### src/rtl/memory_cycle.sv
// MEM stage: EX/MEM pipeline register, data-memory handshake FSM, store lane
// steering and load byte alignment. A slow memory freezes the pipe through StallM.
module memory_cycle (
    input  logic        clk,
    input  logic        rst,
    input  logic        RegWriteE,
    input  logic        JtypeE,
    input  logic        MemReadE,
    input  logic        MemWriteE,
    input  logic [31:0] ALUOutE,
    input  logic [31:0] WriteDataE,
    input  logic [5:0]  ALUSelectE,
    input  logic [4:0]  WriteAddressE,
    output logic        mem_req,
    output logic        mem_we,
    output logic [31:0] mem_addr,
    output logic [31:0] mem_wdata,
    output logic [3:0]  mem_be,
    input  logic [31:0] mem_rdata,
    input  logic        mem_ready,
    output logic        RegWriteM,
    output logic        JtypeM,
    output logic        MemReadM,
    output logic [31:0] DataMemOutM,
    output logic [31:0] ALUOutM,
    output logic [5:0]  ALUSelectM,
    output logic [4:0]  WriteAddressM,
    output logic        StallM,
    output logic        MisalignM,
    output logic        RegWrite2FU,
    output logic [4:0]  WriteAddress2FU,
    output logic [31:0] ALUOut2FU
);
    typedef enum logic [1:0] {IDLE, WAIT, DONE} state_t;

    typedef struct packed {
        logic        rw;
        logic        j;
        logic        mr;
        logic        mw;
        logic [31:0] alu;
        logic [31:0] wd;
        logic [5:0]  sel;
        logic [4:0]  wa;
    } exmem_t;

    state_t      state_q, state_d;
    exmem_t      exmem_q, exmem_d;
    logic [31:0] hold_q;
    logic        hold_en;
    logic        access, mem_op;
    logic [1:0]  off;
    logic [31:0] rd_src;

    assign exmem_d = '{rw: RegWriteE, j: JtypeE, mr: MemReadE, mw: MemWriteE,
                       alu: ALUOutE, wd: WriteDataE, sel: ALUSelectE, wa: WriteAddressE};

    always_ff @(posedge clk) begin
        if (rst) begin
            state_q <= IDLE;
            exmem_q <= '0;
            hold_q  <= '0;
        end else begin
            state_q <= state_d;
            if (!StallM) exmem_q <= exmem_d;
            if (hold_en) hold_q <= mem_rdata;
        end
    end

    assign off    = exmem_q.alu[1:0];
    assign access = exmem_q.mr | exmem_q.mw;

    // funct3[1:0]: 00 byte, 01 half, 1x word (BU/HU share the low bits with B/H)
    always_comb begin
        MisalignM = 1'b0;
        if (access) begin
            unique case (exmem_q.sel[1:0])
                2'b00:   MisalignM = 1'b0;
                2'b01:   MisalignM = off[0];
                default: MisalignM = (off != 2'b00);
            endcase
        end
    end

    assign mem_op = access & ~MisalignM;

    always_comb begin
        state_d = state_q;
        mem_req = 1'b0;
        StallM  = 1'b0;
        hold_en = 1'b0;
        unique case (state_q)
            IDLE: begin
                mem_req = mem_op;
                if (mem_op && !mem_ready) begin
                    StallM  = 1'b1;
                    state_d = WAIT;
                end
            end
            WAIT: begin
                mem_req = 1'b1;
                StallM  = 1'b1;
                if (mem_ready) begin
                    hold_en = 1'b1;
                    state_d = DONE;
                end
            end
            DONE:    state_d = IDLE;
            default: state_d = IDLE;
        endcase
    end

    // Request fields depend only on the latched op, so they hold across WAIT.
    always_comb begin
        mem_addr  = {exmem_q.alu[31:2], 2'b00};
        mem_we    = exmem_q.mw;
        mem_be    = 4'b1111;
        mem_wdata = exmem_q.wd;
        if (exmem_q.mw) begin
            unique case (exmem_q.sel[1:0])
                2'b00: begin
                    mem_be    = 4'b0001 << off;
                    mem_wdata = {4{exmem_q.wd[7:0]}};
                end
                2'b01: begin
                    mem_be    = 4'b0011 << {off[1], 1'b0};
                    mem_wdata = {2{exmem_q.wd[15:0]}};
                end
                default: begin
                    mem_be    = 4'b1111;
                    mem_wdata = exmem_q.wd;
                end
            endcase
        end
    end

    assign rd_src      = (state_q == DONE) ? hold_q : mem_rdata;
    assign DataMemOutM = (exmem_q.mr && !MisalignM) ? (rd_src >> {off, 3'b000}) : 32'd0;

    assign RegWriteM       = exmem_q.rw & ~StallM & ~MisalignM;
    assign JtypeM          = exmem_q.j;
    assign MemReadM        = exmem_q.mr;
    assign ALUOutM         = exmem_q.alu;
    assign ALUSelectM      = exmem_q.sel;
    assign WriteAddressM   = exmem_q.wa;
    assign RegWrite2FU     = RegWriteM;
    assign WriteAddress2FU = WriteAddressM;
    assign ALUOut2FU       = ALUOutM;
endmodule

### config.mk
export PLATFORM = sky130hd
export DESIGN_NAME = memory_cycle
export DESIGN_NICKNAME = d
export VERILOG_FILES = /design/src/rtl/memory_cycle.sv
export SDC_FILE = /design/constraint.sdc
export NUM_CORES = 1
export LEC_CHECK = 0
export ABC_AREA = 1
export ABC_CLOCK_PERIOD_IN_PS = 3300
export BUFFER_PORTS_ARGS = -buffer_cell sky130_fd_sc_hd__buf_2
export CORE_UTILIZATION = 52
export DETAILED_ROUTE_END_ITERATION = 6
export PLACE_DENSITY = 0.87
export SLEW_MARGIN = 10
export SYNTH_ARGS = -nofsm -noshare
export SYNTH_HDL_FRONTEND = slang
export SYNTH_SLANG_ARGS = --single-unit
### constraint.sdc
create_clock -name clk -period 3.3 [get_ports clk]
set_input_delay 0.495 -clock clk [delete_from_list [all_inputs] [get_ports clk]]
set_output_delay 0.495 -clock clk [all_outputs]
set_load 0.05 [all_outputs]
Word level (Yosys, flattened, before mapping)
Cells that the tools add are included.
Widths: inputs -> output; s select.

word-level totals
  bits in registers = 113
  bits of input ports = 114
  output and inout bits = 188
  word-level logic and storage cells = 48

operators by class
  eq/ne operators = 5
  shift operators = 3
  mux-type cells = 16
  bitwise operators = 6
  reduce and logical (&&, ||, !) cells = 8

operator list
  cell                 number
  $mux 32              3
  $pmux 32 s2          1
  $shr 32x5->32        1
  $pmux 4 s2           1
  $pmux 1 s2           3
  $eq 2x1->1 const B   2
  $logic_not 2->1      2
  $mux 1               4
  $mux 2               2
  $mux 4               1
  $ne 2x2->1 const B   2
  $pmux 2 s2           1
  $shl 1x2->4 const A  1
  $shl 2x2->4 const A  1
  $and 1x1->1          3
  $eq 2x2->1 const B   1
  $logic_and 1x1->1    2
  $logic_not 1->1      2
  $not 1->1            2
  $reduce_and 2->1     1
  $reduce_bool 2->1    1
  $or 1x1->1           1

Logic depth before layout (Yosys ltp)
  depth after elaboration = 11
  mapped depth = 11
  gate-level depth less buffers = 8

Worst setup path before layout
No wires, ideal clock.

  path type = register to output
  start = reg exmem_q (netlist bit mem_we)
  end = out RegWriteM
  data arrival time = 2.496 ns
  path slack = 0.309 ns
  stages on the path, launching flop included = 11
  buffers on the path = 3
  path through = dfxtp_1 -> buf_2 -> nor2_1 -> nor2_1 -> nand2_1 -> nand2_2 -> buf_6 -> nand2_1 -> inv_1 -> nor2_1 -> buf_4

on the way
  cells in the longest elaborated chain, start to end = 10

RTL lines
  item                         RTL line  RTL
  start: declaration           48        exmem_t exmem_q, exmem_d;
  start signal: assignment     65        if (!StallM) exmem_q <= exmem_d;
  $or 1x1->1 *                 71        assign access = exmem_q.mr | exmem_q.mw;
  $mux 1                       76        if (access) begin
  $not 1->1                    85        assign mem_op = access & ~MisalignM;
  $and 1x1->1 *                85
  $logic_and 1x1->1 *          95        if (mem_op && !mem_ready) begin
  $mux 1 *                     95
  $pmux 1 s2 *                 92        unique case (state_q)
  named net StallM             28        output logic StallM,
  $not 1->1 *                  140       assign RegWriteM = exmem_q.rw & ~StallM & ~MisalignM;
  $and 1x1->1 * (2 in series)  140
  end: declaration             21        output logic RegWriteM,

Mark *: on every way through the listed nets, which the timed path passes. The rest lies on a longest branch.

Worst setup path after layout
  start = reg state_q[1]
  end = out DataMemOutM[19]

on the way
  cells in the longest elaborated chain, start to end = 4

RTL lines
  item                      RTL line  RTL
  start: declaration        47        state_t state_q, state_d;
  start signal: assignment  64        state_q <= state_d;
  $eq 2x2->1                137       assign rd_src = (state_q == DONE) ? hold_q : mem_rdata;
  $mux 32                   137
  $shr 32x5->32             138       assign DataMemOutM = (exmem_q.mr && !MisalignM) ? (rd_src >> {off, 3'b000}) : 32'd0;
  $mux 32                   138
  end: declaration          24        output logic [31:0] DataMemOutM,

Every way passes these cells.

==> flow_summary.ini <==
[setup_path]
start_kind = flop
timing.critical_path.slowest_stage_cell = o21ai_0
worst-path-buf-inv = 2
reg_to_reg_start = mem_we$_SDFFE_PP0N_
cpLargestDelayFamily = compound AO/OA/AOI/OAI gates
critical_path_arrival_ns = 2.58
worstPathCellList = inv_1, nor2_2, o21ai_1, o21ai_0, and2_1, buf_2
worst_path_largest_cell_delay_ns = 0.52
cp-startpoint = state_q[1]$_SDFFE_PP0P_
setup.worst_path.end_class = output pin
maximum_fanout_along_the_worst_path = 17
critical_path_data_required_time_ns = 2.80
timing.setup.critical_path_class = reg -> out

[sta]
final.setup_skew_ns = 0.00983
finalSetupViolCount = 0
achievable-frequency_ghz = 0.325
timing.max_slew.rel_slack_pct = 50.2
finalCriticalPeriod_ns = 3.08
timing.setup.tns_ns = 0
hold_viol_final = 0
rsz0062_at_grt = no
worst_slack_ns = 0.223
worst-slew-pin-transition_ns = 0.746
fin_crit_sh_pct = 93.2
report.final.slew_viol_count = 0

[grt]
grt_usage_pct = 27.1
grt_antenna_before_repair = 5
sum_of_overflow_across_all_layers_after_global_routing = 0
grt_pass1_vias = 5750
global_route_wire_length_before_repair_mm = 28.3
largest_net_degree_at_the_start_of_global_routing = 159

[synthesis]
synthDominantCellAreaShare_pct = 33.1
share_of_synthesized_area_occupied_by_flip_flops_and_latches_pct = 33.1
synth_warnings = 0
yosys_register_bits = 113
yosys_most_used_dff = dfxtp_1
synth_cell_type_count = 25
syn-mean-instance-area_sq_um = 6.50
syn-cell-area_sq_um = 6830
synth-async-reset-ratio_pct = 0
count_leader_synth = nand2_1
yosys-top-cells-area = dfxtp_1 (33%), buf_4 (14%), nand2_1 (9.7%)
synth-edff-count = 0
cells_after_synth = 1051
yosys-top-cells-count = nand2_1 (177), buf_4 (129), dfxtp_1 (113), inv_1 (113), a21oi_1 (111)
synthDominantAreaCellType = dfxtp_1

[floorplan]
die_area_sq_um = 13600
initial_core_util_pct = 53.7
io_pins = 302
chipHeight_microns = 117
floorplan.rows = 41
floorplan.die.width_microns = 117
coreArea_sq_um = 12700

[finish]
area_delta_synth_final_pct = 18.9
area_of_the_multi_input_gates_sq_um = 2880
ff_latch_area_sq_um = 2260
fillCellCount = 1165
postLayoutCoreUtil_pct = 63.8
final_net_count = 1300
drive_above_1_share_pct = 29.8

[routing]
routed-via-count = 6945
final_antenna_net_count = 0
dr.pass1.iters = 5
detail_route.iter0.violations = 584
routed_wl_mm = 18.9
avgViaCountPerCell = 5.06
drt_drc_violations_left = 0
wl_per_cell_microns = 13.8

[clock_network]
maximum_clock_insertion_buffer_count = 2
clock_latency_ns = 0.42
numCtsBuffers = 17
postCtsSetupRepairBufs = 0
htree_levels = 4
cts_tree = done
postCtsResizedCells = 0
cts_hold_buffers = 0
clock_sinks = 113
clk_pin_slew_ns = 0.05
clockRootBuffer = clkbuf_16

[pwr]
totalPowerFinal_mw = 6.27
p_leak_nw = 4.19
power_density_nw_per_um2 = 772
ir_worst_vdd_mv = 0.431

[place]
place_worst_setup_slack_ns = 0.770
buffer_ports.inserted = 299
hpwl_mm = 13.1
place.gp.congestion = 0.931

[job]
timing.max_cap.violations = 0

[hold_path]
worstHoldPathType = in -> reg
worst_hold_startpoint = rst

[run_status]
run_status = completed
-- cell type report --
type / count / share of cell area, %
Multi-Input combinational cell: 628 / 35.5
Sequential cell: 113 / 27.8
Timing Repair Buffer: 309 / 19.8
Clock buffer: 19 / 5.58
Inverter: 117 / 5.42
Clock inverter: 13 / 3.14
Tap cell: 172 / 2.65
Antenna cell: 2 / 0.0616
-- registers in the layout (all words and copies together) (netlist names) --
name / flops
ALUOut2FU: 32
state_q: 2
WriteAddress2FU: 5
exmem_q: 33
mem_we: 1
ALUSelectM: 6
JtypeM: 1
hold_q: 32
MemReadM: 1
-- layout by cell type, fill, tap and decap left out --
master	count
nand2_2	2
clkinvlp_4	3
inv_2	4
o22ai_1	8
inv_1	112
inv_6	1
nor2_1	93
dfxtp_1	113
clkinv_2	2
diode_2	2
buf_12	3
nand3_2	1
conb_1	2
nor2_4	1
buf_2	299
bufinv_16	7
buf_4	7
clkbuf_8	2
a21oi_1	111
and2_1	8
clkinv_4	1
o211ai_1	8
nor3_1	8
nand2_4	2
nand2_1	176
o21ai_0	91
or2_2	1
nor2_2	3
o21ai_1	9
clkbuf_16	17
nor3b_2	1
nand3_1	103
-- through the flow --
stage                     hold slack, ns  area (sq um)  cells
after floorplan                    0.424          6840   1052
after global placement             0.433          7410   1339
after detailed placement           0.439          7410   1339
after CTS                          0.276          8120   1371
after global routing               0.283          8120   1373
final                              0.291          8120   1373
-- power by group --
part	switching [mW]	internal, mW	total, mW
clock	0.658	1.53	2.19
sequential	0.107	1.53	1.63
combinational	1.91	0.537	2.44
-- worst reg2reg max path: cells and delay by family, from the launching register on --
family                 cells  cell delay, ns
and+or+nand+nor            7            0.83
DFF                        1            0.54
buffers and inverters      1            0.47
-- cell families after synthesis --
logic type	count (synthesis)	share of synthesized area, %
AOI/OAI and AO/OA	227	17.1
and+or+nand+nor	399	24.8
DFF	113	33.1
other	1	0.0549
buffers and inverters	311	25.0
-- per-layer routing --
metal	vias to the layer above	share of wire [%]	global-route usage (%)
li1	3505	-	-
met1	3072	40	31.2
met2	301	48	44.1
met3	61	9.1	9.55
met4	6	3.4	14.8
met5	-	0.22	0
-- final timing paths --
| kind | cells after the start | slack (ns) | endpoint |
|---|---|---|---|
| hold / removal | 2 | 0.29 | state_q[0]$_SDFFE_PP0P_ |
| setup / recovery | 6 | 0.22 | DataMemOutM[19] |
| setup reg to reg | 8 | 1.35 | ALUOut2FU[20]$_SDFFE_PP0N_ |
| hold reg to reg | 2 | 0.45 | hold_q[13]$_SDFFE_PP0P_ |
No activity file was read; power rests on OpenSTA's default activity.
